**src/rtl/sync_fifo_flags.sv**
```systemverilog
// sync_fifo_flags: single-clock FIFO with occupancy count, threshold flags, sticky errors, optional FWFT read.
// Define SYNC_FIFO_PEAK_EN to build the peak_count high-water-mark register (otherwise tied to 0).
module sync_fifo_flags #(
    parameter int unsigned DATA_WIDTH    = 16,
    parameter int unsigned DEPTH         = 32,
    parameter int unsigned AFULL_THRESH  = 28,
    parameter int unsigned AEMPTY_THRESH = 4,
    parameter int unsigned FWFT          = 0
) (
    input  logic                    clk,
    input  logic                    rst_n,
    input  logic                    wr_en,
    input  logic [DATA_WIDTH-1:0]   data_in,
    input  logic                    rd_en,
    output logic [DATA_WIDTH-1:0]   data_out,
    output logic                    full,
    output logic                    empty,
    output logic                    almost_full,
    output logic                    almost_empty,
    output logic [$clog2(DEPTH):0]  count,
    output logic                    overflow,
    output logic                    underflow,
    input  logic                    err_clr,
    output logic [$clog2(DEPTH):0]  peak_count
);

    localparam int unsigned ADDR_W = $clog2(DEPTH);
    localparam int unsigned PTR_W  = ADDR_W + 1;
    localparam int unsigned CNT_W  = ADDR_W + 1;

    generate
        if ((DEPTH < 4) || ((DEPTH & (DEPTH - 1)) != 0)) begin : g_bad_depth
            $error("sync_fifo_flags: DEPTH must be a power of two and >= 4");
        end
        if ((AFULL_THRESH < 1) || (AFULL_THRESH > DEPTH - 1)) begin : g_bad_afull
            $error("sync_fifo_flags: AFULL_THRESH must be in 1..DEPTH-1");
        end
        if ((AEMPTY_THRESH < 1) || (AEMPTY_THRESH > DEPTH - 1)) begin : g_bad_aempty
            $error("sync_fifo_flags: AEMPTY_THRESH must be in 1..DEPTH-1");
        end
    endgenerate

    logic [PTR_W-1:0]      r_wr_ptr;
    logic [PTR_W-1:0]      r_rd_ptr;
    logic [CNT_W-1:0]      r_count;
    logic                  r_overflow;
    logic                  r_underflow;
    logic [DATA_WIDTH-1:0] r_mem [DEPTH];

    logic                  w_full;
    logic                  w_empty;
    logic                  w_wr_ok;
    logic                  w_rd_ok;
    logic [ADDR_W-1:0]     w_wr_addr;
    logic [ADDR_W-1:0]     w_rd_addr;

    // Flags decode the registered count; a read while full frees the slot the write lands in.
    assign w_full    = (r_count == CNT_W'(DEPTH));
    assign w_empty   = (r_count == '0);
    assign w_rd_ok   = rd_en && !w_empty;
    assign w_wr_ok   = wr_en && (!w_full || rd_en);
    assign w_wr_addr = r_wr_ptr[ADDR_W-1:0];
    assign w_rd_addr = r_rd_ptr[ADDR_W-1:0];

    assign full         = w_full;
    assign empty        = w_empty;
    assign almost_full  = (r_count >= CNT_W'(AFULL_THRESH));
    assign almost_empty = (r_count <= CNT_W'(AEMPTY_THRESH));
    assign count        = r_count;
    assign overflow     = r_overflow;
    assign underflow    = r_underflow;

    always_ff @(posedge clk or negedge rst_n) begin : ptr_count
        if (!rst_n) begin
            r_wr_ptr <= '0;
            r_rd_ptr <= '0;
            r_count  <= '0;
        end else begin
            if (w_wr_ok) begin
                r_wr_ptr <= r_wr_ptr + PTR_W'(1);
            end
            if (w_rd_ok) begin
                r_rd_ptr <= r_rd_ptr + PTR_W'(1);
            end
            case ({w_wr_ok, w_rd_ok})
                2'b10:   r_count <= r_count + CNT_W'(1);
                2'b01:   r_count <= r_count - CNT_W'(1);
                default: r_count <= r_count;
            endcase
        end
    end

    // Storage is intentionally not reset.
    always_ff @(posedge clk) begin : mem_write
        if (w_wr_ok) begin
            r_mem[w_wr_addr] <= data_in;
        end
    end

    // Sticky errors: a new event in the same cycle as err_clr keeps the flag set.
    always_ff @(posedge clk or negedge rst_n) begin : err_flags
        if (!rst_n) begin
            r_overflow  <= 1'b0;
            r_underflow <= 1'b0;
        end else begin
            if (wr_en && w_full && !rd_en) begin
                r_overflow <= 1'b1;
            end else if (err_clr) begin
                r_overflow <= 1'b0;
            end
            if (rd_en && w_empty) begin
                r_underflow <= 1'b1;
            end else if (err_clr) begin
                r_underflow <= 1'b0;
            end
        end
    end

    generate
        if (FWFT != 0) begin : g_fwft
            assign data_out = r_mem[w_rd_addr];
        end else begin : g_std
            logic [DATA_WIDTH-1:0] r_data_out;

            always_ff @(posedge clk or negedge rst_n) begin : rd_reg
                if (!rst_n) begin
                    r_data_out <= '0;
                end else if (w_rd_ok) begin
                    r_data_out <= r_mem[w_rd_addr];
                end
            end

            assign data_out = r_data_out;
        end
    endgenerate

`ifdef SYNC_FIFO_PEAK_EN
    logic [CNT_W-1:0] r_peak;

    always_ff @(posedge clk or negedge rst_n) begin : peak_reg
        if (!rst_n) begin
            r_peak <= '0;
        end else if (err_clr) begin
            r_peak <= '0;
        end else if (r_count > r_peak) begin
            r_peak <= r_count;
        end
    end

    assign peak_count = r_peak;
`else
    assign peak_count = '0;
`endif

endmodule

```
**config.mk**
```make
export PLATFORM = sky130hd
export DESIGN_NAME = sync_fifo_flags
export DESIGN_NICKNAME = d
export VERILOG_FILES = /design/src/rtl/sync_fifo_flags.sv
export SDC_FILE = /design/constraint.sdc
export NUM_CORES = 1
export LEC_CHECK = 0
export ABC_AREA = 1
export BUFFER_PORTS_ARGS = -buffer_cell sky130_fd_sc_hd__clkbuf_2
export CAP_MARGIN = 0
export CORE_UTILIZATION = 50
export CTS_CLUSTER_SIZE = 16
export DETAILED_ROUTE_END_ITERATION = 6
export GPL_TIMING_DRIVEN = 0
export PLACE_DENSITY = 0.77
export SKIP_LAST_GASP = 1
export SYNTH_ARGS = -nofsm -noshare
export SYNTH_HDL_FRONTEND = slang
export SYNTH_SLANG_ARGS = --single-unit
```
**constraint.sdc**
```tcl
create_clock -name clk -period 5.13 [get_ports clk]
set_input_delay 0.2565 -clock clk [delete_from_list [all_inputs] [get_ports clk]]
set_output_delay 0.2565 -clock clk [all_outputs]
set_load 0.02 [all_outputs]
```
# Word-level counts from Yosys, hierarchy flattened

Memories as Yosys holds them, arrays and structs flattened. A register that Yosys moved wholly into a read port is not among the register bits.
Index checks and enable logic that the tools add are counted.

Add/subtract/negate cells: 4
Reductions and logical operators: 14
Multiplexer cells: 6
Bitwise operators: 0
Div/mod/pow operators: 0
Shift-type cells: 0
Multiply operators: 0
Order comparisons: 2
Eq/ne operators: 3

Operators with widths:

| operator            | count |
|---|---|
| $add 6x1->6 const B | 3 |
| $pmux 6 s2          | 1 |
| $eq 6x6->1 const B  | 1 |
| $ge 6x5->1 const B  | 1 |
| $le 6x3->1 const B  | 1 |
| $logic_not 6->1     | 1 |
| $reduce_bool 2->1   | 3 |
| $sub 6x1->6 const B | 1 |
| $logic_and 1x1->1   | 5 |
| $mux 1              | 5 |
| $logic_not 1->1     | 4 |
| $eq 2x1->1 const B  | 1 |
| $eq 2x2->1 const B  | 1 |
| $logic_or 1x1->1    | 1 |

RAM bits: 512
Bits in read-only memories: 0
Latch bits: 0
Logic and storage cells: 35
Flip-flop bits (word level): 20
Input bits: 21
Memories: 1
Output and inout bits: 34

Memory list:

| name  | depth | bits a word | read ports | clocked after memory_dff | wr ports | line | RTL |
|---|---|---|---|---|---|---|---|
| r_mem | 32    | 16          | 1          | 1                        | 1        | 48   | `logic [DATA_WIDTH-1:0] r_mem [DEPTH];` |

# Depth between registers and ports, before layout

Depth after elaboration: 6
Gate-level depth with buffers: 18
Gate-level depth less buffers: 16

# Worst setup path before layout

Ideal clock, no wire load.

Path kind: reg-to-reg
Start point: register r_count[2], in the netlist count[2]
End point: register r_count[4], in the netlist count[4]
Data arrival time: 2330 ps
Buffers on the path: 2
Period minus slack after synthesis: 2456 ps
Setup slack: 2674 ps
Library setup time: 126 ps
Cell stages (with the launch flop): 19
Data required time: 5004 ps
Cell sequence: dfrtp_1 inv_1 nand2_1 nor3_2 nor2_1 buf_2 inv_1 ha_1 buf_2 nand2_1 inv_1 nor2_1 ha_1 o21bai_1 nand3_1 nand2_1 nand2_1 nand3_1 o21ai_0

Word-level cells in the longest chain between the ends: 6
Elaborated cells on any way between the ends: 13
Classes of those cells: add/sub: 2; eq/ne: 3; mux: 1; reduce/logical: 7

RTL lines:

| element                                                | line | RTL |
|---|---|---|
| start, declared                                        | 45   | `logic [CNT_W-1:0] r_count;` |
| start signal, assigned                                 | 86   | `2'b10: r_count <= r_count + CNT_W'(1);` |
| start signal, assigned                                 | 87   | `2'b01: r_count <= r_count - CNT_W'(1);` |
| start signal, assigned                                 | 88   | `default: r_count <= r_count;` |
| $eq 6x6->1                                             | 58   | `assign w_full = (r_count == CNT_W'(DEPTH));` |
| $logic_not 1->1                                        | 61   | `assign w_wr_ok = wr_en && (!w_full \|\| rd_en);` |
| $logic_or 1x1->1                                       | 61   |  |
| $logic_and 1x1->1                                      | 61   |  |
| $eq 2x1->1 / $eq 2x2->1 (equally long branches)        | 85   | `case ({w_wr_ok, w_rd_ok})` |
| $pmux 6 s2 / $reduce_bool 2->1 (equally long branches) | -    |  |

Parallel ways exist; a longest one is shown, timed or not.
A chain may end at the register's enable or synchronous reset.

# Worst setup path in the final report

Start point: register r_count[2], in the netlist count[2]
End point: memory r_mem[24][6] (enable)

Word-level cells in the longest chain between the ends: 6

RTL lines:

| element                      | line | RTL |
|---|---|---|
| $eq 6x6->1                   | 58   |  |
| $logic_not 1->1              | 61   |  |
| $logic_or 1x1->1             | 61   |  |
| $logic_and 1x1->1            | 61   |  |
| $mux 1                       | 95   | `if (w_wr_ok) begin` |
| $mux 1 (not written as such) | 96   | `r_mem[w_wr_addr] <= data_in;` |
| end, declared                | 48   |  |

Every way passes these cells.

==> reports/metrics.yaml <==
placed_design:
  portBuffers: 48
  hpwl_um: 40300
  place.gp.congestion: 0.997
  dp_slack_ps: 2010
synthesis:
  ys_seq_elements: 546
  syn_area_per_cell_um2: 10.6
  yosys_warnings: 0
  synthXorXnorAreaFrac_pct: 0.339
  synthAdderAreaFrac_pct: 0.430
  syn_inst: 2190
  synthesis.area_mm2: 0.0233
  ys_seq_area_share_pct: 69.8
  synthSimpleGateAreaFrac_pct: 21.3
  synth_top_family_by_area: "simple AND/OR/NAND/NOR gates"
  ys_types: 31
  synth_mux_area_share_pct: 0
  synth_compound_area_share_pct: 1.46
critical_path:
  path_common_cell: "nor2_1"
  critPathKind: "reg2reg"
  start_kind: "register"
  slowest_delay_ps: 1130
  r2r-start: "count[2]$_DFFE_PN0P_"
  crit_path_end_kind: "register"
  slowest_stage: "nor2_1"
  crit_path_start: "count[2]$_DFFE_PN0P_"
  cp.arrival_ps: 3370
  crit_required_ps: 5340
  cp_max_fo: 16
  crit_chain: "inv_1 > nand2_1 > nor3_2 > nor2_1 > buf_2 > nand2_2 > nor2_1"
run_status:
  outcome: "finished clean"
power:
  power_density_mw_per_mm2: 557
  leakage_nw: 10.7
  netSwitchingPower_w: 0.00568
  pwr-share-seq_pct: 37.3
  clkPwrFrac_pct: 26.3
  irDropWorstVdd_v: 0.000423
  combPwrFrac_pct: 36.4
  swShare_pct: 39.0
  p_int_w: 0.00886
floorplan:
  dieArea_mm2: 0.0474
  initial_core_util_pct: 50.9
  num_rows: 78
  die_w_um: 218
  fp.coreArea_mm2: 0.0457
  io_pins: 55
  die_h_um: 218
timing:
  period_needed_ps: 3160
  max_freq_mhz: 316
  tns_ps: 0
  setup_viol: 0
  slew_violations: 0
  worst_pin_slew_ps: 1430
  setup_slack_ps: 1970
  hold_viol_final: 0
  rsz0062_at_grt: "no"
  fin_crit_sh_pct: 61.7
  slew_headroom_pct: 4.09
  clock-skew-final_ps: 20.9
global_route:
  gr-usage-all-layers_pct: 26.3
  grt_overflow: 0
  grt_max_degree: 35
  antenna_found_initial: 1
  grt_pass1_vias: 16074
  grt_pass1_wl_um: 92100
hold_path:
  min_from: "wr_en"
  hold_path_class: "in2reg"
drt:
  drc: 0
  wl_per_cell_um: 20.8
  vias: 16315
  wl_um: 61500
  viasPerCell: 5.53
  drtIter0Drc: 2023
  drtPass1Iterations: 6
  ant_nets: 0
clock_tree:
  cts_sinks: 546
  clk_pin_slew_worst_paths_ps: 60
  cts_setup_buffers: 0
  clock_latency_ps: 610
  numCtsBuffers: 54
  cts_tree: "built"
  htree_levels: 2
  cts_root_buf: "clkbuf_16"
  clock_path_buffers: 3
finish:
  fill_cells: 3646
  area_growth_pct: 12.3
  diodes: 0
  fin_nets: 2337
  layout-drive-gt1-share_pct: 11.1
job:
  cap_violations: 0
[sequential cells by signal, summed over array words and instances, names as in the netlist]
register	count
underflow	1
r_rd_ptr	5
overflow	1
r_wr_ptr	5
data_out	16
r_mem	512
count	6
[routing by layer]
| metal | part of all wire [%] | up-vias | GRT usage [%] | wire, µm |
|---|---|---|---|---|
| met1 | 38 | 7758 | 34.2 | 23400 |
| met3 | 9.7 | 203 | 4.95 | 5990 |
| met5 | 0.015 | - | 0 | 9 |
| li1 | - | 7442 | - | - |
| met4 | 5.6 | 2 | 14.3 | 3470 |
| met2 | 47 | 910 | 42.0 | 28600 |
[what timing repair did]
action,in CTS,in global routing
hold buffers,4,0
hold endpoints to repair,36,0
endpoints found under the setup margin,0,0
resized for setup,0,0
[power groups by stage]
stage,Sequential (W),Clock (W),Combinational [W]
floorplan,0.00558,0,0.00316
global placement,0.00550,0,0.00495
detailed placement,0.00552,0,0.00507
CTS,0.00543,0.00384,0.00513
global route,0.00545,0.00401,0.00568
finish,0.00543,0.00382,0.00529
[worst max-delay path: cells and delay by family (launching register included)]
kind / cells / cell delay [ps]
AND/OR/NAND/NOR: 5 / 1900
buffers and inverters: 2 / 450
flip-flops: 1 / 400
[cell families (layout without fill, tap and decap cells)]
family	count (synthesis)	in the layout
AOI/OAI and AO/OA	65	65
xor gates and xnor gates	9	9
adders and majority gates	8	8
buffers and inverters	356	512
DFF	546	546
other	1	6
and+or+nand+nor	1205	1205
[path summary, 6_finish.rpt]
path	to	slack, ps	cells after the start
worst max-delay path	r_mem[24][6]$_DFFE_PP_	1970	7
min in group asynchronous	data_out[5]$_DFFE_PN0P_	340	2
worst min-delay path	r_wr_ptr[1]$_DFFE_PN0P_	300	6
worst min register to register	data_out[14]$_DFFE_PN0P_	500	2
max in group asynchronous	r_rd_ptr[1]$_DFFE_PN0P_	4210	2
worst max register to register	r_mem[24][6]$_DFFE_PP_	1970	7
[placed cells by master (no fill, tap or decap), types with 3 or more instances in the layout]
cell type,netlist,final
nand2_1,736,736
edfxtp_1,512,512
nand3_1,318,318
inv_1,234,234
nor2_1,140,114
buf_2,69,69
clkbuf_16,0,55
clkbuf_2,0,48
dfrtp_1,34,34
a21oi_1,33,33
nor2_2,2,28
o21ai_0,27,27
clkbuf_1,12,23
buf_4,19,22
clkinv_1,1,16
buf_6,8,9
buf_1,8,8
ha_1,8,8
xor2_1,7,7
conb_1,1,6
clkinv_2,0,6
inv_2,4,4
nand2_2,4,4
clkbuf_8,0,4
dlygate4sd3_1,0,4
clkinv_4,0,3
bufinv_16,0,3
[per-stage QoR]
step                      hold WS (ps)  total power (W)  utilization (%)  area (µm²)  instances
after floorplan                  -39.1          0.00874                -       23300       2195
after global placement             412           0.0104             53.1       24300       2843
after detailed placement           426           0.0106             53.2       24300       2844
after CTS                          248           0.0144             57.0       26000       2947
after global routing               315           0.0151             57.2       26100       2951
final                              297           0.0145             57.2       26100       2951
[area by class of cell]
class	count	area, µm²	share of cell area, %
flip-flops and latches	546	16200	62.1
multi-input cells	1293	5560	21.3
clock buffers	69	1460	5.59
inverters	240	903	3.46
well taps	600	751	2.87
plain buffers	116	653	2.50
repair buffers	57	328	1.26
clock inverters	30	244	0.934
[cell usage after synthesis]
cell	instances	area, µm²
o21a_1	1	7.51
nand3_1	318	1590
xor2_1	7	61.3
nor2_1	140	526
a21oi_1	33	165
nand4_1	2	12.5
nand2_2	4	25.0
nor3_2	1	10.0
inv_1	234	878
buf_2	69	345
o22ai_1	1	6.26
o211a_1	1	10.0
inv_2	4	15.0
buf_4	19	143
or2_1	1	6.26
ha_1	8	100
nor3_1	1	5.00
buf_1	8	30.0
o21bai_1	1	7.51
edfxtp_1	512	15400
conb_1	1	3.75
nor2_2	2	12.5
clkbuf_1	12	45.0
xnor2_1	2	17.5
clkinv_1	1	3.75
o21ai_0	27	135
buf_6	8	90.1
nand2_1	736	2760
dfrtp_1	34	851
inv_4	1	6.26
o31ai_1	1	7.51
Power figures use the tool's default switching activity.
